--- src/rtl/scr1_memif_pkg.sv ---
// rtl/scr1_memif_pkg.sv - shared memory-interface typedefs and dmem router constants
package scr1_memif_pkg;

    typedef enum logic {
        SCR1_MEM_CMD_RD = 1'b0,
        SCR1_MEM_CMD_WR = 1'b1
    } type_scr1_mem_cmd_e;

    typedef enum logic [1:0] {
        SCR1_MEM_WIDTH_BYTE  = 2'b00,
        SCR1_MEM_WIDTH_HWORD = 2'b01,
        SCR1_MEM_WIDTH_WORD  = 2'b10
    } type_scr1_mem_width_e;

    typedef enum logic [1:0] {
        SCR1_MEM_RESP_NOTRDY = 2'b00,
        SCR1_MEM_RESP_RDY_OK = 2'b01,
        SCR1_MEM_RESP_RDY_ER = 2'b10
    } type_scr1_mem_resp_e;

    typedef enum logic [1:0] {
        IDLE  = 2'd0,
        WAIT  = 2'd1,
        DRAIN = 2'd2
    } type_scr1_dmem_router_fsm_e;

    localparam logic [1:0] SCR1_DMEM_SEL_PORT0 = 2'd0;
    localparam logic [1:0] SCR1_DMEM_SEL_PORT1 = 2'd1;
    localparam logic [1:0] SCR1_DMEM_SEL_PORT2 = 2'd2;

endpackage

--- src/rtl/scr1_dmem_addr_decode.sv ---
// rtl/scr1_dmem_addr_decode.sv - combinational dmem address to target port select
module scr1_dmem_addr_decode
    import scr1_memif_pkg::*;
#(
    parameter logic [31:0] PORT1_ADDR_MASK    = 32'hFFFF_C000,
    parameter logic [31:0] PORT1_ADDR_PATTERN = 32'hF000_0000,
    parameter logic [31:0] PORT2_ADDR_MASK    = 32'hFFFF_FFE0,
    parameter logic [31:0] PORT2_ADDR_PATTERN = 32'hF004_0000
) (
    input  logic [31:0] addr_i,
    output logic [1:0]  sel_o
);

    // TCM wins over the timer window if the two ever overlap.
    always_comb begin
        if ((addr_i & PORT1_ADDR_MASK) == PORT1_ADDR_PATTERN) begin
            sel_o = SCR1_DMEM_SEL_PORT1;
        end else if ((addr_i & PORT2_ADDR_MASK) == PORT2_ADDR_PATTERN) begin
            sel_o = SCR1_DMEM_SEL_PORT2;
        end else begin
            sel_o = SCR1_DMEM_SEL_PORT0;
        end
    end

endmodule

--- src/rtl/scr1_dmem_router.sv ---
// rtl/scr1_dmem_router.sv - single-outstanding LSU dmem router to bus/TCM/timer ports
// Optional response watchdog with DRAIN state: SCR1_DMEM_ROUTER_TIMEOUT_EN
module scr1_dmem_router
    import scr1_memif_pkg::*;
#(
    parameter logic [31:0] PORT1_ADDR_MASK    = 32'hFFFF_C000,
    parameter logic [31:0] PORT1_ADDR_PATTERN = 32'hF000_0000,
    parameter logic [31:0] PORT2_ADDR_MASK    = 32'hFFFF_FFE0,
    parameter logic [31:0] PORT2_ADDR_PATTERN = 32'hF004_0000
`ifdef SCR1_DMEM_ROUTER_TIMEOUT_EN
   ,parameter int          TIMEOUT_CYCLES     = 255
`endif
) (
    input  logic        clk,
    input  logic        rst_n,
    input  logic        dmem_req_i,
    input  logic        dmem_cmd_i,
    input  logic [1:0]  dmem_width_i,
    input  logic [31:0] dmem_addr_i,
    input  logic [31:0] dmem_wdata_i,
    output logic        dmem_req_ack_o,
    output logic [31:0] dmem_rdata_o,
    output logic [1:0]  dmem_resp_o,
    output logic        port0_req_o,
    output logic        port0_cmd_o,
    output logic [1:0]  port0_width_o,
    output logic [31:0] port0_addr_o,
    output logic [31:0] port0_wdata_o,
    input  logic        port0_req_ack_i,
    input  logic [31:0] port0_rdata_i,
    input  logic [1:0]  port0_resp_i,
    output logic        port1_req_o,
    output logic        port1_cmd_o,
    output logic [1:0]  port1_width_o,
    output logic [31:0] port1_addr_o,
    output logic [31:0] port1_wdata_o,
    input  logic        port1_req_ack_i,
    input  logic [31:0] port1_rdata_i,
    input  logic [1:0]  port1_resp_i,
    output logic        port2_req_o,
    output logic        port2_cmd_o,
    output logic [1:0]  port2_width_o,
    output logic [31:0] port2_addr_o,
    output logic [31:0] port2_wdata_o,
    input  logic        port2_req_ack_i,
    input  logic [31:0] port2_rdata_i,
    input  logic [1:0]  port2_resp_i
);

    type_scr1_dmem_router_fsm_e state_q, state_d;
    logic [1:0]  port_sel_q, port_sel_d;
    logic [1:0]  sel;
    logic        sel_ack;
    logic [1:0]  tgt_resp;
    logic [31:0] tgt_rdata;
    logic        resp_vld;
    logic        resp_done;
    logic        fwd_en;
    logic        req_accept;
    logic        timeout_hit;

    scr1_dmem_addr_decode #(
        .PORT1_ADDR_MASK    (PORT1_ADDR_MASK),
        .PORT1_ADDR_PATTERN (PORT1_ADDR_PATTERN),
        .PORT2_ADDR_MASK    (PORT2_ADDR_MASK),
        .PORT2_ADDR_PATTERN (PORT2_ADDR_PATTERN)
    ) u_addr_decode (
        .addr_i (dmem_addr_i),
        .sel_o  (sel)
    );

    // Request-side ack follows the live decode; response side follows the captured port.
    always_comb begin
        case (sel)
            SCR1_DMEM_SEL_PORT1: sel_ack = port1_req_ack_i;
            SCR1_DMEM_SEL_PORT2: sel_ack = port2_req_ack_i;
            default:             sel_ack = port0_req_ack_i;
        endcase
        case (port_sel_q)
            SCR1_DMEM_SEL_PORT1: begin tgt_resp = port1_resp_i; tgt_rdata = port1_rdata_i; end
            SCR1_DMEM_SEL_PORT2: begin tgt_resp = port2_resp_i; tgt_rdata = port2_rdata_i; end
            default:             begin tgt_resp = port0_resp_i; tgt_rdata = port0_rdata_i; end
        endcase
    end

    assign resp_vld   = (tgt_resp == SCR1_MEM_RESP_RDY_OK) || (tgt_resp == SCR1_MEM_RESP_RDY_ER);
    assign resp_done  = (state_q == WAIT) && resp_vld;
    assign req_accept = dmem_req_i & fwd_en & sel_ack;

`ifdef SCR1_DMEM_ROUTER_TIMEOUT_EN
    logic [15:0] wdog_cnt_q, wdog_cnt_d;

    // A response on the expiry cycle takes precedence over the timeout.
    assign timeout_hit = (state_q == WAIT) && !resp_vld && (wdog_cnt_q == 16'(TIMEOUT_CYCLES));

    always_comb begin
        wdog_cnt_d = wdog_cnt_q;
        if (req_accept) begin
            wdog_cnt_d = '0;
        end else if ((state_q == WAIT) && !resp_vld && !timeout_hit) begin
            wdog_cnt_d = wdog_cnt_q + 16'd1;
        end
    end

    always_ff @(posedge clk or negedge rst_n) begin
        if (!rst_n) begin
            wdog_cnt_q <= '0;
        end else begin
            wdog_cnt_q <= wdog_cnt_d;
        end
    end
`else
    assign timeout_hit = 1'b0;
`endif

    always_ff @(posedge clk or negedge rst_n) begin
        if (!rst_n) begin
            state_q    <= IDLE;
            port_sel_q <= SCR1_DMEM_SEL_PORT0;
        end else begin
            state_q    <= state_d;
            port_sel_q <= port_sel_d;
        end
    end

    always_comb begin
        state_d    = state_q;
        port_sel_d = port_sel_q;
        case (state_q)
            IDLE: begin
                if (req_accept) begin
                    state_d    = WAIT;
                    port_sel_d = sel;
                end
            end
            WAIT: begin
                if (resp_done) begin
                    if (req_accept) begin
                        port_sel_d = sel;
                    end else begin
                        state_d = IDLE;
                    end
                end else if (timeout_hit) begin
                    state_d = DRAIN;
                end
            end
            DRAIN: begin
                if (resp_vld) begin
                    state_d = IDLE;
                end
            end
            default: state_d = IDLE;
        endcase
    end

    always_comb begin
        fwd_en       = 1'b0;
        dmem_resp_o  = SCR1_MEM_RESP_NOTRDY;
        dmem_rdata_o = '0;
        case (state_q)
            IDLE: fwd_en = 1'b1;
            WAIT: begin
                fwd_en = resp_done;
                if (timeout_hit) begin
                    dmem_resp_o = SCR1_MEM_RESP_RDY_ER;
                end else begin
                    dmem_resp_o  = tgt_resp;
                    dmem_rdata_o = tgt_rdata;
                end
            end
            default: ;
        endcase
    end

    assign dmem_req_ack_o = fwd_en & sel_ack;

    assign port0_req_o   = dmem_req_i & fwd_en & (sel == SCR1_DMEM_SEL_PORT0);
    assign port1_req_o   = dmem_req_i & fwd_en & (sel == SCR1_DMEM_SEL_PORT1);
    assign port2_req_o   = dmem_req_i & fwd_en & (sel == SCR1_DMEM_SEL_PORT2);

    assign port0_cmd_o   = dmem_cmd_i;
    assign port1_cmd_o   = dmem_cmd_i;
    assign port2_cmd_o   = dmem_cmd_i;
    assign port0_width_o = dmem_width_i;
    assign port1_width_o = dmem_width_i;
    assign port2_width_o = dmem_width_i;
    assign port0_addr_o  = dmem_addr_i;
    assign port1_addr_o  = dmem_addr_i;
    assign port2_addr_o  = dmem_addr_i;
    assign port0_wdata_o = dmem_wdata_i;
    assign port1_wdata_o = dmem_wdata_i;
    assign port2_wdata_o = dmem_wdata_i;

endmodule

--- config.mk ---
export PLATFORM = sky130hd
export DESIGN_NAME = scr1_dmem_router
export DESIGN_NICKNAME = d
export VERILOG_FILES = /design/src/rtl/scr1_memif_pkg.sv /design/src/rtl/scr1_dmem_addr_decode.sv /design/src/rtl/scr1_dmem_router.sv
export SDC_FILE = /design/constraint.sdc
export NUM_CORES = 1
export LEC_CHECK = 0
export ABC_AREA = 1
export CAP_MARGIN = 15
export CORE_AREA = 10 10 153 155
export CTS_CLUSTER_DIAMETER = 80
export DETAILED_ROUTE_END_ITERATION = 8
export DIE_AREA = 0 0 163 165
export PLACE_DENSITY = 0.58
export SLEW_MARGIN = 20
export SYNTH_ARGS = -nofsm -noshare
export SYNTH_HDL_FRONTEND = slang
export SYNTH_SLANG_ARGS = --single-unit
--- constraint.sdc ---
create_clock -name clk -period 3.2 [get_ports clk]
set_clock_uncertainty 0.1 [all_clocks]
set_input_delay 0.8 -clock clk [delete_from_list [all_inputs] [get_ports clk]]
set_output_delay 0.8 -clock clk [all_outputs]
set_load 0.005 [all_outputs]
==> results of run 1 <==
## sequential cells by signal, indices dropped and copies added (netlist names)
name	flops
state_q	1
port_sel_q	2
## synth_stat cells
cell type and instances:
a21oi_1 64, dfrtp_1 3, inv_2 5, ha_1 2
nor2_1 22, and3_1 1, or2_1 2, buf_2 2
buf_4 202, o21ai_0 32, nand3_2 2, inv_1 18
nand3b_1 1, nand2_1 60, nand3_1 11, nand4_1 6
and2_1 1, nand2_2 2, inv_4 1, clkbuf_1 14
buf_1 1, nor3_1 1, nor4_1 1
## per-layer routing
metal	global-route usage [%]	wire length (um)	vias to the layer above	part of all wire, %
met5	0	14	-	0.10
met4	2.623	287	2	2.1
met3	5.950	1965	32	14
met2	14.48	6368	204	46
met1	10.05	5303	1221	38
li1	-	-	1426	-
## area by class of cell
class,count,area (um2)
repair buffers,301,2883
multi-input cells,208,1065
clock buffers,4,78.83
well taps,270,337.8
inverters,24,92.59
fillers,2272,15640
flip-flops and latches,3,75.07
## where the power goes
group | switching [mW] | total, mW | internal, mW
combinational | 0.168 | 0.510 | 0.342
sequential | 0.000859 | 0.0408 | 0.0399
clock | 0.0342 | 0.199 | 0.164
total | 0.203 | 0.749 | 0.546
## cell usage in the layout, fill, tap and decap left out, types with 3 or more instances in the layout
master and instances:
nor2_1 12, a21oi_1 64, nand2_1 59, buf_4 46
clkdlybuf4s50_1 229, clkbuf_16 3, nand2_2 3, nand4_1 6
nand3_1 6, o21ai_0 32, dfrtp_1 3, dlygate4sd2_1 12
inv_2 7, inv_1 16, nor2_2 10, dlymetal6s2s_1 7
nand3_2 7
## kinds of logic (layout without fill, tap and decap cells)
family / after synthesis / in the layout / share of synthesized area [%]
AO/OA/AOI/OAI: 96 / 96 / 17.58
buffers and inverters: 243 / 329 / 61.31
adder cells (fa/ha/maj): 2 / 2 / 0.9156
flip-flops: 3 / 3 / 2.747
AND/OR/NAND/NOR: 110 / 110 / 17.45
## through the flow
step           hold WS (ns)  std cells  worst slack (ns)  area (um2)
2_1_floorplan        0.3671        454            0.6916        2733
3_3_place_gp         0.4159        799           -0.4797        4333
3_5_place_dp         0.4163        799           -0.4765        4333
4_1_cts              0.4241        808          -0.04235        4477
5_1_grt              0.4728        810          -0.01156        4532
6_report             0.4134        810           0.06015        4532
## worst register-to-register path: cells and delay by family, from the launching register on
family / cells / cell delay [ns]
simple gates: 8 / 0.86
flops: 1 / 0.37
fa+ha+maj: 1 / 0.35
buf+inv: 4 / 0.30
## final timing paths
path	startpoint	to	slack, ns	cells past startpoint
max	dmem_addr_i[20]	dmem_req_ack_o	0.06	11
min reg2reg	port_sel_q[0]$_DFFE_PN0P_	port_sel_q[0]$_DFFE_PN0P_	0.41	2
max in group asynchronous	rst_n	state_q[0]$_DFFE_PN0P_	2.19	1
min	port_sel_q[0]$_DFFE_PN0P_	port_sel_q[0]$_DFFE_PN0P_	0.41	2
max reg2reg	port_sel_q[0]$_DFFE_PN0P_	port_sel_q[1]$_DFFE_PN0P_	1.11	13
min in group asynchronous	rst_n	port_sel_q[0]$_DFFE_PN0P_	0.66	1
## timing repair
| item | in CTS | in global routing |
|---|---|---|
| gates resized for setup | 33 | 26 |
| setup buffers | 5 | 2 |
| pin swaps | 7 | 14 |
| endpoints found under the setup margin | 6 | 24 |
==> metrics.csv, run 1 <==
metric;value;unit
PwrDens;165.3;nW/um2
CP Cell Sequence;clkdlybuf4s50_1 > inv_2 > nand2_1 > nor2_1 > nand2_1 > nor2_2 > nand2_1 > nand2_2 > nand3_2 > and3_4 > buf_2;
DRC Markers;0;
synthesized area per cell;6.019;um2
WL final;13940;um
first-pass GRT wire length;19150;um
leakage power;1.853;nW
worst-margin pin slew;0.3315;ns
area delta synth->final;65.84;%
Final Cycle Share;98.12;%
Critical Path RT;2.30;ns
vias post-DR;2885;
CP max stage delay;0.43;ns
CP delay by family, top;simple AND/OR/NAND/NOR gates;
Starting Density;13.55;%
Antenna Violating Nets Remaining;0;
CP Max Fanout;2;
GRT overflow;0;
Worst Hold Class;reg2reg;
Synth Warn #;0;
Final HPWL DP;11800;um
die area;26900;um2
n_diodes;0;
Max transition margin;77.90;%
per-cell routed wire length;17.21;um
top post-synthesis cells by area;buf_4, a21oi_1, nand2_1;
Synth cell types;23;
GRT Overall Usage;9.216;%
final setup vio count;0;
# IOs;414;
Core Util, Final;22.47;%
Bufs and invs on worst path;3;
Final min period;3.140;ns
initial DRC count;169;
port bufs;253;
later-pin clock latency in the skew report;0.22;ns
Die Y;165;um
Pre-Repair DR Iteration Count;4;
Synth Cell Area;2733;um2
CP arrival;2.24;ns
Max Buffers Root-to-Sink;2;
Clock Pin Slew Worst Setup and Hold Paths;0.03;ns
startpoint types;input port;
Max Slew Vio Count;0;
share of cells above drive strength 1;16.30;%
Max Cap Violations;0;
Die X;163;um
Root Driver;clkbuf_16;
vias in the first global route;3116;
nets;718;
kind of critical path;in2out;
Core Footprint;20170;um2
setup TNS;0;ns
Net Count, Synth;631;
Fin. Hold Viols;0;
max frequency;318.5;MHz
pin count of the biggest net entering global routing;33;
hold_buf cts;0;
Design Power;0.7490;mW
clock tree from TritonCTS;built;
maximum VDD drop;0.1290;mV
CP Capture Type;output port;
Synth top area share;55.49;%
register bit total from synthesis;3;
H-tree depth;1;
vias per cell;3.562;
Mapped Cells;454;
clk sink count;3;
CTS Buf Count;3;
Final GP Congestion;0.7598;
row count;52;
Most Frequent Cell on Critical Path;nand2_1;
Synth area leader;buf_4;
sequential-to-total area share from yosys stat;2.747;%
Crit-path slowest cell;clkdlybuf4s50_1;
status;completed;
number of antenna violations at the first check in global routing;1;
(Power assumes the default switching activity.)
==> run 2, diff against run 1 <==
--- a/config.mk
+++ b/config.mk
@@ -11,7 +11,8 @@
 export CTS_CLUSTER_DIAMETER = 80
 export DETAILED_ROUTE_END_ITERATION = 8
 export DIE_AREA = 0 0 163 165
-export PLACE_DENSITY = 0.58
+export PLACE_DENSITY = 0.61
+export SETUP_SLACK_MARGIN = 0.4
 export SLEW_MARGIN = 20
 export SYNTH_ARGS = -nofsm -noshare
 export SYNTH_HDL_FRONTEND = slang
==> metrics.csv, run 2 (synthesized netlist as in run 1, its figures left out) <==
metric;value;unit;change
leakage power;2.079;nW;+12%
most frequent cells in the layout;clkdlybuf4s50_1, buf_4, a21oi_1;;
RSZ-0062 raised after global routing;true;;
Final Cycle Share;89.73;%;-8.4 points
reg2reg end;port_sel_q[0]$_DFFE_PN0P_;;
CP Capture Type;output port;;
GRT overflow;0;;unchanged
Final GP Congestion;0.8222;;+8.2%
Max Slew Vio Count;0;;unchanged
worst-margin pin slew;0.3160;ns;-0.01555 ns
Filler cells;2251;;-0.92%
worst setup path end;port1_req_o;;
nets;745;;+3.8%
Final HPWL DP;11860;um;+0.48%
busiest layer in global routing;met2;;
Fin. Hold Viols;0;;unchanged
startpoint types;input port;;
Max Cap Violations;0;;unchanged
setup TNS;0;ns;unchanged
Starting Density;13.55;%;unchanged
vias post-DR;3094;;+7.2%
Max transition margin;78.71;%;+0.81 points
largest reg by FF count;port_sel_q;;
DP Worst Slack;-0.5293;ns;-0.05278 ns
final setup vio count;0;;unchanged
pin count of the biggest net entering global routing;33;;unchanged
clock tree from TritonCTS;built;;
maximum VDD drop;0.1298;mV;+0.59%
n_diodes;0;;unchanged
Clk pwr share;26.2;%;-0.3 points
WL final;14440;um;+3.6%
Sw Share;28.98;%;+1.9 points
later-pin clock latency in the skew report;0.22;ns;about the same
initial DRC count;141;;-17%
Worst Hold Class;reg2reg;;
Comb pwr share;68.4;%;+0.4 points
per-cell routed wire length;17.25;um;+0.22%
biggest regs;port_sel_q: 2 flops, state_q: 1 flops;;
RR Startpoint;port_sel_q[1]$_DFFE_PN0P_;;
Worst Setup SP;port0_resp_i[1];;
most common cell after layout, fill and taps aside;clkdlybuf4s50_1;;
Max Buffers Root-to-Sink;2;;unchanged
CP arrival;1.97;ns;-0.27 ns
NetSw;0.2180;mW;+7.6%
# IOs;414;;unchanged
vias per cell;3.697;;+3.8%
die area;26900;um2;unchanged
hold_buf cts;0;;unchanged
DRC Markers;0;;unchanged
Core Footprint;20170;um2;unchanged
Root Driver;clkbuf_16;;
grt met2 use;15.73;%;+1.2 points
H-tree depth;1;;unchanged
met3 Usage GRT;5.054;%;-0.90 points
Die X;163;um;unchanged
status;completed;;
Worst Slack Setup Final;0.3285;ns;+0.2684 ns
CTS Buf Count;3;;unchanged
port bufs;253;;unchanged
first-pass GRT wire length;20090;um;+4.9%
Clock Pin Slew Worst Setup and Hold Paths;0.03;ns;about the same
met1 usage;10.76;%;+0.71 points
Final min period;2.871;ns;-0.2684 ns
R2R cell count;20;;+7
Critical Path RT;2.30;ns;about the same
kind of critical path;in2out;;
area delta synth->final;74.95;%;
PwrDens;157.3;nW/um2;-4.8%
clk sink count;3;;unchanged
max reg flops;2;;unchanged
P_int;0.5342;mW;-2.2%
Hold Slack;0.4560;ns;+0.04258 ns
vias in the first global route;3348;;+7.4%
number of antenna violations at the first check in global routing;0;;-1
Pre-Repair DR Iteration Count;4;;unchanged
Reg power frac;5.5;%;about the same
row count;52;;unchanged
max frequency;348.3;MHz;+9.3%
GRT Overall Usage;9.554;%;+0.34 points
CP Max Fanout;3;;+1
Antenna Violating Nets Remaining;0;;unchanged
r2r setup slk;0.39;ns;-0.72 ns
Die Y;165;um;unchanged
share of cells above drive strength 1;29.45;%;+13 points
run 2: cell types whose count changed in the layout (fill, tap and decap cells not counted), moves of 5 or more:
cell,previous run,this run
nand2_1,59,51
clkdlybuf4s50_1,229,182
nor2_1,12,6
nand3_4,0,5
dlymetal6s2s_1,7,0
dlygate4sd2_1,12,38
buf_2,2,21
clkbuf_2,2,8
inv_1,16,11
buf_4,46,68
nand2_2,3,9
nor2_4,0,6
run 2: metal layers:
metal,wire length (um),vias to the layer above
li1,-,1474
met3,1739,21
met4,196,0
met1,5599,1394
met2,6900,205
met5,0,-
run 2: area by class of cell:
class	instances	area, um2	share of cell area (%)
inverter	24	100.1	2.094
clock buffer	4	78.83	1.649
timing repair buffer	328	2985	62.44
multi-input combinational	208	1204	25.18
sequential	3	75.07	1.570
tap	270	337.8	7.066
run 2: worst max-delay path: stages:
cell	delay (ns)
dlygate4sd2_1	0.23
or2_4	0.25
nand2_4	0.09
inv_2	0.04
nand2_2	0.07
nand3_4	0.09
nand2_4	0.09
inv_2	0.04
and2_1	0.13
buf_2	0.13
run 2: stage by stage:
| step | instance area, um2 | total power, mW | utilization, % | std cells |
|---|---|---|---|---|
| CTS | 4736 | 0.7568 | 23.48 | 833 |
| floorplan | 2733 | 0.3186 | - | 454 |
| detailed placement | 4395 | 0.5606 | 21.79 | 804 |
| finish | 4781 | 0.7522 | 23.70 | 837 |
| global placement | 4395 | 0.5605 | 21.79 | 804 |
| global route | 4781 | 0.8030 | 23.70 | 837 |
run 2: what timing repair did:
item | 4_1_cts | 5_1_grt
endpoints found under the setup margin | 101 | 14
resized for setup | 195 | 42
pin swaps | 38 | 23
setup buffers | 24 | 4
cloned | 1 | 0
run 2: worst min path at each step:
stage | startpoint | to | slack, ns | cells past startpoint
2_1_floorplan | port_sel_q[1]$_DFFE_PN0P_ | port_sel_q[1]$_DFFE_PN0P_ | 0.37 | 2
3_3_place_gp | port_sel_q[1]$_DFFE_PN0P_ | port_sel_q[1]$_DFFE_PN0P_ | 0.40 | 2
3_5_place_dp | port_sel_q[1]$_DFFE_PN0P_ | port_sel_q[1]$_DFFE_PN0P_ | 0.41 | 2
4_1_cts | port_sel_q[0]$_DFFE_PN0P_ | port_sel_q[0]$_DFFE_PN0P_ | 0.44 | 2
5_1_grt | port_sel_q[1]$_DFFE_PN0P_ | port_sel_q[1]$_DFFE_PN0P_ | 0.48 | 2
6_report | port_sel_q[1]$_DFFE_PN0P_ | port_sel_q[1]$_DFFE_PN0P_ | 0.46 | 2
run 2: power groups by stage:
stage | Combinational [mW] | Sequential [mW] | Clock (mW)
after detailed placement | 0.519 | 0.0418 | 0
after global placement | 0.519 | 0.0415 | 0
after global routing | 0.556 | 0.0414 | 0.205
after floorplan | 0.276 | 0.0425 | 0
after CTS | 0.514 | 0.0413 | 0.201
final | 0.514 | 0.0411 | 0.197
==> run 3, diff against run 2 <==
--- a/config.mk
+++ b/config.mk
@@ -6,13 +6,13 @@
 export NUM_CORES = 1
 export LEC_CHECK = 0
 export ABC_AREA = 1
-export CAP_MARGIN = 15
 export CORE_AREA = 10 10 153 155
 export CTS_CLUSTER_DIAMETER = 80
 export DETAILED_ROUTE_END_ITERATION = 8
 export DIE_AREA = 0 0 163 165
 export PLACE_DENSITY = 0.61
 export SETUP_SLACK_MARGIN = 0.4
+export SKIP_CTS_REPAIR_TIMING = 1
 export SLEW_MARGIN = 20
 export SYNTH_ARGS = -nofsm -noshare
 export SYNTH_HDL_FRONTEND = slang
==> metrics.csv, run 3 (synthesized netlist as in run 1, its figures left out) <==
metric;value;unit;change
final setup vio count;0;;unchanged
Antenna Violating Nets Remaining;0;;unchanged
Die Y;165;um;unchanged
per-cell routed wire length;17.49;um;+1.4%
vias post-DR;3067;;-0.87%
CP Max Fanout;7;;+4
CP delay by family, top;simple AND/OR/NAND/NOR gates;;
RSZ-0062 raised after global routing;true;;
H-tree depth;1;;unchanged
Max Cap Violations;0;;unchanged
clk sink count;3;;unchanged
Core Footprint;20170;um2;unchanged
DRC Markers;0;;unchanged
CP max stage delay;0.41;ns;+0.16 ns
pin count of the biggest net entering global routing;33;;unchanged
port bufs;253;;unchanged
most frequent cells in the layout;clkdlybuf4s50_1, a21oi_1, dlymetal6s2s_1;;
CP arrival;1.99;ns;+0.02 ns
CP Capture Type;output port;;
die area;26900;um2;unchanged
Placement Cell Area;4395;um2;unchanged
Final Cycle Share;90.32;%;+0.58 points
Max Buffers Root-to-Sink;2;;unchanged
Root Driver;clkbuf_16;;
Critical Path RT;2.30;ns;about the same
DP Worst Slack;-0.5293;ns;unchanged
cell area after layout;4898;um2;+2.5%
max reg flops;2;;unchanged
vias in the first global route;3139;;-6.2%
Final HPWL DP;11860;um;unchanged
Sequential cell area;75.07;um2;unchanged
Max transition margin;78.55;%;-0.16 points
Pre-Repair DR Iteration Count;4;;unchanged
WL final;14310;um;-0.87%
vias per cell;3.749;;+1.4%
Bufs and invs on worst path;4;;unchanged
# IOs;414;;unchanged
busiest layer in global routing;met2;;
Non-Filler Instances;818;;-2.3%
Worst Slack Setup Final;0.3099;ns;-0.01865 ns
CP Cell Sequence;ha_4 > inv_8 > or2_4 > nand2_4 > inv_2 > nand2_2 > nand3_4 > nand2_4 > inv_2 > and2_1 > buf_2;;
multi-input logic area;1177;um2;-2.2%
clock tree from TritonCTS;built;;
CTS Buf Count;3;;unchanged
largest reg by FF count;port_sel_q;;
Fin. Hold Viols;0;;unchanged
grt met2 use;14.63;%;-1.1 points
Max Slew Vio Count;0;;unchanged
most common cell after layout, fill and taps aside;clkdlybuf4s50_1;;
Filler cells;2212;;-1.7%
status;completed;;
leakage power;2.612;nW;+26%
startpoint types;flip-flop;;
Core Util, Final;24.29;%;+0.58 points
Clock Pin Slew Worst Setup and Hold Paths;0.03;ns;about the same
maximum VDD drop;0.1362;mV;+5.0%
Final min period;2.890;ns;+0.01865 ns
Final GP Congestion;0.8222;;unchanged
GRT Overall Usage;9.049;%;-0.50 points
GRT overflow;0;;unchanged
Starting Density;13.55;%;unchanged
kind of critical path;reg2out;;
met3 Usage GRT;5.203;%;+0.15 points
biggest regs;port_sel_q: 2 flops, state_q: 1 flops;;
met1 usage;10.27;%;-0.50 points
Design Power;0.7523;mW;about the same
max frequency;346.0;MHz;-0.65%
worst-margin pin slew;0.3196;ns;+0.003621 ns
Crit-path slowest cell;dfrtp_1;;
r2r setup slk;1.19;ns;+0.80 ns
Worst Hold Class;reg2reg;;
n_diodes;0;;unchanged
share of cells above drive strength 1;22.08;%;-7.4 points
row count;52;;unchanged
Die X;163;um;unchanged
area delta synth->final;79.26;%;
number of antenna violations at the first check in global routing;0;;unchanged
initial DRC count;132;;-6.4%
nets;726;;-2.6%
later-pin clock latency in the skew report;0.22;ns;about the same
first-pass GRT wire length;19000;um;-5.4%
placed cell count;804;;unchanged
PwrDens;153.6;nW/um2;-2.4%
-- run 3: worst paths after layout --
check                                          startpoint                         to  cells past startpoint
worst min register to register  port_sel_q[1]$_DFFE_PN0P_  port_sel_q[1]$_DFFE_PN0P_                      2
worst min-delay path            port_sel_q[1]$_DFFE_PN0P_  port_sel_q[1]$_DFFE_PN0P_                      2
min in group asynchronous                           rst_n     state_q[0]$_DFFE_PN0P_                      1
max in group asynchronous                           rst_n  port_sel_q[1]$_DFFE_PN0P_                      1
worst max register to register  port_sel_q[1]$_DFFE_PN0P_  port_sel_q[1]$_DFFE_PN0P_                     12
worst max-delay path            port_sel_q[1]$_DFFE_PN0P_                port1_req_o                     11
-- run 3: where the power goes --
| part | switching (mW) | internal, mW |
|---|---|---|
| logic | 0.178 | 0.336 |
| registers | 0.00115 | 0.0399 |
| clock network | 0.0332 | 0.164 |
| total | 0.212 | 0.540 |
-- run 3: stage by stage --
step / setup TNS (ns) / hold WS [ns]
floorplan: 0 / 0.3671
global placement: -1.716 / 0.4033
detailed placement: -1.785 / 0.4060
CTS: -1.863 / 0.4139
global route: 0 / 0.4962
finish: 0 / 0.4627
-- run 3: metal layers --
metal	vias up	wire, um
li1	1438	-
met1	1403	5560
met2	201	6806
met3	25	1733
met4	0	209
met5	-	0
-- run 3: tightest hold or removal path, cell delays in order (launching register included) --
cell,delay [ns]
dfrtp_1,0.40
nand2_1,0.07
nand2_1,0.05
-- run 3: cell type report --
| cell class | count | area share, % |
|---|---|---|
| Timing Repair Buffer | 309 | 63.93 |
| Tap cell | 270 | 6.897 |
| Clock buffer | 4 | 1.609 |
| Sequential cell | 3 | 1.533 |
| Multi-Input combinational cell | 208 | 24.04 |
| Inverter | 24 | 1.992 |
==> patch 1, RTL diff (flow settings as in run 3) <==
Build with the macro `SCR1_DMEM_ROUTER_TIMEOUT_EN` defined.
--- a/src/rtl/scr1_dmem_router.sv
+++ b/src/rtl/scr1_dmem_router.sv
@@ -1,5 +1,7 @@
 // rtl/scr1_dmem_router.sv - single-outstanding LSU dmem router to bus/TCM/timer ports
 // Optional response watchdog with DRAIN state: SCR1_DMEM_ROUTER_TIMEOUT_EN
+`define SCR1_DMEM_ROUTER_TIMEOUT_EN
+
 module scr1_dmem_router
     import scr1_memif_pkg::*;
 #(
Check against the original RTL: no difference found for any inputs over 10 cycles, from zero or initial values and one cycle with rst_n low; that may be too few to reach the edited logic, so the function may still have changed.
==> patch 1 against run 3 <==
- worst setup slack got worse by 0.31 ns
- hold slack got worse by 0.033 ns
- via count increased by 28%
- count of clock-buffer cells in the layout unchanged
- final area increased by 24%
- wire length increased by 22%
- sequential cell count increased by 17
- synthesized area increased by 43%
- total power increased by 61%
==> patch 1: results (changes against run 3) <==
Nets = 900 (was 726)
worst-margin pin slew = 0.466 ns (was 0.320 ns)
gr usage total = 0.113 (was 0.0905)
WL per Instance = 17.6 µm (was 17.5 µm)
FF-to-FF End = wdog_cnt_q[6] (was port_sel_q[1])
fraction of registers with async set/reset = 1.00 (unchanged)
top_reg_cell synth = dfrtp_1 (unchanged)
GR Util met2 = 0.184 (was 0.146)
leakage = 3.25 nW (was 2.61 nW)
met1 usage = 0.130 (was 0.103)
IO buf count = 253 (unchanged)
delay of the slowest critical-path stage = 0.41 ns (about the same)
Reg-to-Reg Start = port_sel_q[1] (unchanged)
CP max-delay cell = dfrtp_1 (unchanged)
Net Sw Power = 0.357 mW (was 0.212 mW)
Fillers = 2162 (was 2212)
status = complete, no violations (unchanged)
IR drop worst, VDD = 0.155 mV (was 0.136 mV)
Worst-Skew Late Latency = 0.26 ns (was 0.22 ns)
post-synth cell types = 31 (was 23)
biggest regs = wdog_cnt_q (16), port_sel_q (2), state_q (2) (was port_sel_q (2), state_q (1))
H-tree levels = 1 (unchanged)
1st-pass router iterations = 4 (unchanged)
Hold/Removal Path Class = reg -> reg (unchanged)
initial antenna violation count = 0 (unchanged)
Syn. warnings = 0 (unchanged)
GPL Wtd Cong = 0.831 (was 0.822)
clock-pin slew of the registers on the worst-case setup and hold paths = 0.06 ns (was 0.03 ns)
Hold Path Stages = 3 (was 2)
worst hold start = state_q[0] (was port_sel_q[1])
Root Buffer Master = clkbuf_16 (unchanged)
largest net degree at the start of global routing = 33 (unchanged)
sequential-to-total area share from yosys stat = 0.128 (was 0.0275)
first-pass GRT wire length = 23600 µm (was 19000 µm)
R2R cell count = 15 (was 12)
worst-path fanout max = 8 (was 7)
Post-DP HPWL = 14500 µm (was 11900 µm)
Num CTS Buffers = 3 (unchanged)
Synth Net Count = 788 (was 631)
cell class contributing the biggest share of worst-path delay = buffers and inverters (was simple AND/OR/NAND/NOR gates)
CTS max path bufs = 2 (unchanged)
Reg2Reg Setup Slack = 0.75 ns (was 1.19 ns)
synth top area cells = buf_4 (39%), nand2_1 (13%), dfrtp_1 (13%) (was buf_4 (55%), a21oi_1 (12%), nand2_1 (8.2%))
layout cells sized above 1 = 0.222 (was 0.221)
pre-CTS setup slack = -0.564 ns (was -0.529 ns)
Antenna Nets Post-Route = 0 (unchanged)
vias in the first global route = 3787 (was 3139)
Starting DRT DRC Count = 297 (was 132)
Worst EP arrival = 2.30 ns (was 1.99 ns)
WHS Endpoint = state_q[1] (was port_sel_q[1])
GR Util met3 = 0.0565 (was 0.0520)
via count = 3925 (was 3067)
most frequent cells after synthesis = buf_4 (205), nand2_1 (140), inv_1 (52) (was buf_4 (202), a21oi_1 (64), nand2_1 (60))
-- patch 1: worst max-delay path by stage --
stage / startpoint / endpoint / slack (ns) / cells past startpoint
finish: port_sel_q[1] / dmem_rdata_o[5] / 0.0002 / 14
global route: port_sel_q[1] / dmem_rdata_o[5] / -0.09 / 17
CTS: port1_resp_i[0] / dmem_rdata_o[10] / -0.59 / 13
detailed placement: port1_resp_i[0] / dmem_rdata_o[22] / -0.56 / 13
global placement: port1_resp_i[0] / dmem_rdata_o[10] / -0.59 / 13
floorplan: port_sel_q[0] / dmem_rdata_o[10] / 0.46 / 13
-- patch 1: final cells by class --
| cell class | count | share of cell area |
|---|---|---|
| flip-flops and latches | 20 | 0.0823 |
| well taps | 270 | 0.0555 |
| diodes | 1 | 0.000411 |
| clock buffers | 4 | 0.0146 |
| inverters | 55 | 0.0352 |
| multi-input cells | 313 | 0.288 |
| repair buffers | 329 | 0.524 |
-- patch 1: cells by family (layout without fill, tap and decap cells) --
family                   count (synthesis)  count (layout)  share of synthesized area
AO/OA/AOI/OAI                           71              71                      0.124
flip-flops                              20              20                      0.128
adder cells (fa/ha/maj)                  3               3                    0.00962
XOR/XNOR                                 5               5                     0.0112
AND/OR/NAND/NOR                        234             234                      0.258
buffers and inverters                  277             388                      0.469
other                                    0               1                          0
-- patch 1: power groups by stage --
stage / logic (mW) / registers, mW / clock network [mW]
3_3_place_gp: 0.594 / 0.284 / 0
2_1_floorplan: 0.336 / 0.281 / 0
5_1_grt: 0.683 / 0.282 / 0.304
6_report: 0.633 / 0.280 / 0.294
3_5_place_dp: 0.596 / 0.284 / 0
4_1_cts: 0.599 / 0.280 / 0.299
-- patch 1: worst register-to-register path, cell delays in order, from the launching register on --
cell     delay, ns
dfrtp_1       0.41
ha_4          0.31
inv_8         0.04
or2_1         0.23
nand2_2       0.08
inv_2         0.05
nand2_4       0.08
nand3_4       0.09
buf_4         0.19
nor2_4        0.23
buf_4         0.21
nand2_1       0.05
inv_1         0.10
nand2_1       0.06
nand2_1       0.06
nor2_1        0.05
-- patch 1: per-stage QoR --
stage | cell area, µm² | power, mW | hold WS [ns] | instances
2_1_floorplan | 3900 | 0.617 | 0.369 | 610
3_3_place_gp | 5620 | 0.878 | 0.388 | 972
3_5_place_dp | 5620 | 0.880 | 0.423 | 972
4_1_cts | 5710 | 1.18 | 0.433 | 976
5_1_grt | 6080 | 1.27 | 0.468 | 991
6_report | 6080 | 1.21 | 0.430 | 992
-- patch 1: routing by layer --
| metal | part of all wire | vias up |
|---|---|---|
| met5 | 0 | - |
| met4 | 0.011 | 0 |
| met3 | 0.11 | 22 |
| met2 | 0.48 | 241 |
| met1 | 0.40 | 1707 |
| li1 | - | 1955 |
==> patch 2, RTL diff (flow settings as in run 3) <==
Without the edit above. Encoding of `type_scr1_dmem_router_fsm_e`: now one-hot (3 bits for 3 states).
--- a/src/rtl/scr1_memif_pkg.sv
+++ b/src/rtl/scr1_memif_pkg.sv
@@ -18,10 +18,10 @@
         SCR1_MEM_RESP_RDY_ER = 2'b10
     } type_scr1_mem_resp_e;
 
-    typedef enum logic [1:0] {
-        IDLE  = 2'd0,
-        WAIT  = 2'd1,
-        DRAIN = 2'd2
+    typedef enum logic [2:0] {
+        IDLE  = 3'b001,
+        WAIT  = 3'b010,
+        DRAIN = 3'b100
     } type_scr1_dmem_router_fsm_e;
 
     localparam logic [1:0] SCR1_DMEM_SEL_PORT0 = 2'd0;
Function: same outputs for any inputs over 10 cycles, from zero or initial values and one cycle with rst_n low; not proved beyond that.
==> patch 2 against run 3 <==
- final area up 0.15%
- wire length down 1.5%
- sequential cell count up 1
- via count down 2.0%
- worst setup slack worse by 0.019 ns
- synthesized area up 3.6%
- hold slack worse by 0.092 ns
Power is left out: it rests on default switching activity, and per cell area and clock period it moved more than threefold.
==> patch 2: results (changes against run 3) <==
met1 WL = 4970 µm (was 5560 µm)
WL per Instance = 17.2 µm (was 17.5 µm)
initial antenna violation count = 0 (unchanged)
largest net degree at the start of global routing = 35 (was 33)
vias in the first global route = 3044 (was 3139)
Starting DRT DRC Count = 167 (was 132)
most frequent cells after synthesis = buf_4 (202), a21oi_1 (66), nand2_1 (64) (was buf_4 (202), a21oi_1 (64), nand2_1 (60))
Synth Net Count = 644 (was 631)
layout cells sized above 1 = 0.164 (was 0.221)
Reg2Reg Setup Slack = 0.90 ns (was 1.19 ns)
CTS max path bufs = 2 (unchanged)
worst-path fanout max = 4 (was 7)
sequential-to-total area share from yosys stat = 0.0358 (was 0.0275)
metal3 WL = 2100 µm (was 1730 µm)
GPL Wtd Cong = 0.790 (was 0.822)
DR top layer = met4 (unchanged)
met2 WL post-DR = 6580 µm (was 6810 µm)
synth top area cells = buf_4 (54%), a21oi_1 (12%), nand2_1 (8.5%) (was buf_4 (55%), a21oi_1 (12%), nand2_1 (8.2%))
pre-CTS setup slack = -0.598 ns (was -0.529 ns)
worst hold slack = 0.371 ns (was 0.463 ns)
Setup crit start = dmem_addr_i[22] (was port_sel_q[1])
Num CTS Buffers = 3 (unchanged)
Final Cycle Share = 0.909 (was 0.903)
Vias per Instance = 3.67 (was 3.75)
Worst EP arrival = 2.01 ns (was 1.99 ns)
CP max-delay cell = dlymetal6s2s_1 (was dfrtp_1)
status = complete, no violations (unchanged)
worst hold start = state_q[0] (was port_sel_q[1])
H-tree levels = 1 (unchanged)
Nets = 729 (was 726)
worst-margin pin slew = 0.278 ns (was 0.320 ns)
Fillers = 2227 (was 2212)
Post-DP HPWL = 11200 µm (was 11900 µm)
delay of the slowest critical-path stage = 0.16 ns (was 0.41 ns)
first-pass GRT wire length = 18500 µm (was 19000 µm)
biggest regs = port_sel_q (2), state_q (2) (was port_sel_q (2), state_q (1))
gr usage total = 0.0879 (was 0.0905)
-- patch 2: cell types whose count changed after synthesis, moves of 2 or more --
cell	run 3	this run
inv_1	18	32
inv_2	5	0
nand2_1	60	64
nand3_1	11	7
nor2_1	22	18
nand4_1	6	3
a21oi_1	64	66
buf_2	2	4
ha_1	2	4
nand2_2	2	4
nor2_4	0	2
-- patch 2: cells by family (layout without fill, tap and decap cells) --
kind of cell / after synthesis / in the layout / share of synthesized area
buf+inv: 252 / 336 / 0.605
fa+ha+maj: 4 / 4 / 0.0177
compound gates: 100 / 100 / 0.178
flops: 4 / 4 / 0.0358
simple gates: 105 / 105 / 0.164
-- patch 2: layout make-up --
type	count	area share
well taps	270	0.0689
repair buffers	299	0.639
multi-input cells	209	0.229
inverters	33	0.0263
clock buffers	4	0.0161
flip-flops and latches	4	0.0207
-- patch 2: final timing paths --
check / endpoint / depth (start not counted)
hold / removal: state_q[0] / 2
setup / recovery: dmem_req_ack_o / 12
hold reg to reg: state_q[0] / 2
setup reg to reg: state_q[1] / 13
max in group asynchronous: state_q[0] / 1
min in group asynchronous: port_sel_q[1] / 1
-- patch 2: per-stage QoR --
step / instance area, µm² / std cells
5_1_grt: 4910 / 819
2_1_floorplan: 2830 / 465
4_1_cts: 4490 / 812
3_5_place_dp: 4410 / 808
6_report: 4910 / 819
3_3_place_gp: 4410 / 808
-- patch 2: critical path, delay by kind of cell --
family / cells / cell delay [ns]
buffers and inverters: 4 / 0.41
and+or+nand+nor: 8 / 0.79
-- patch 2: per-layer routing --
layer  global-route usage  up-vias
li1                     -     1435
met5                    0        -
met1               0.0900     1304
met3               0.0548       42
met2                0.142      226
met4               0.0357        0
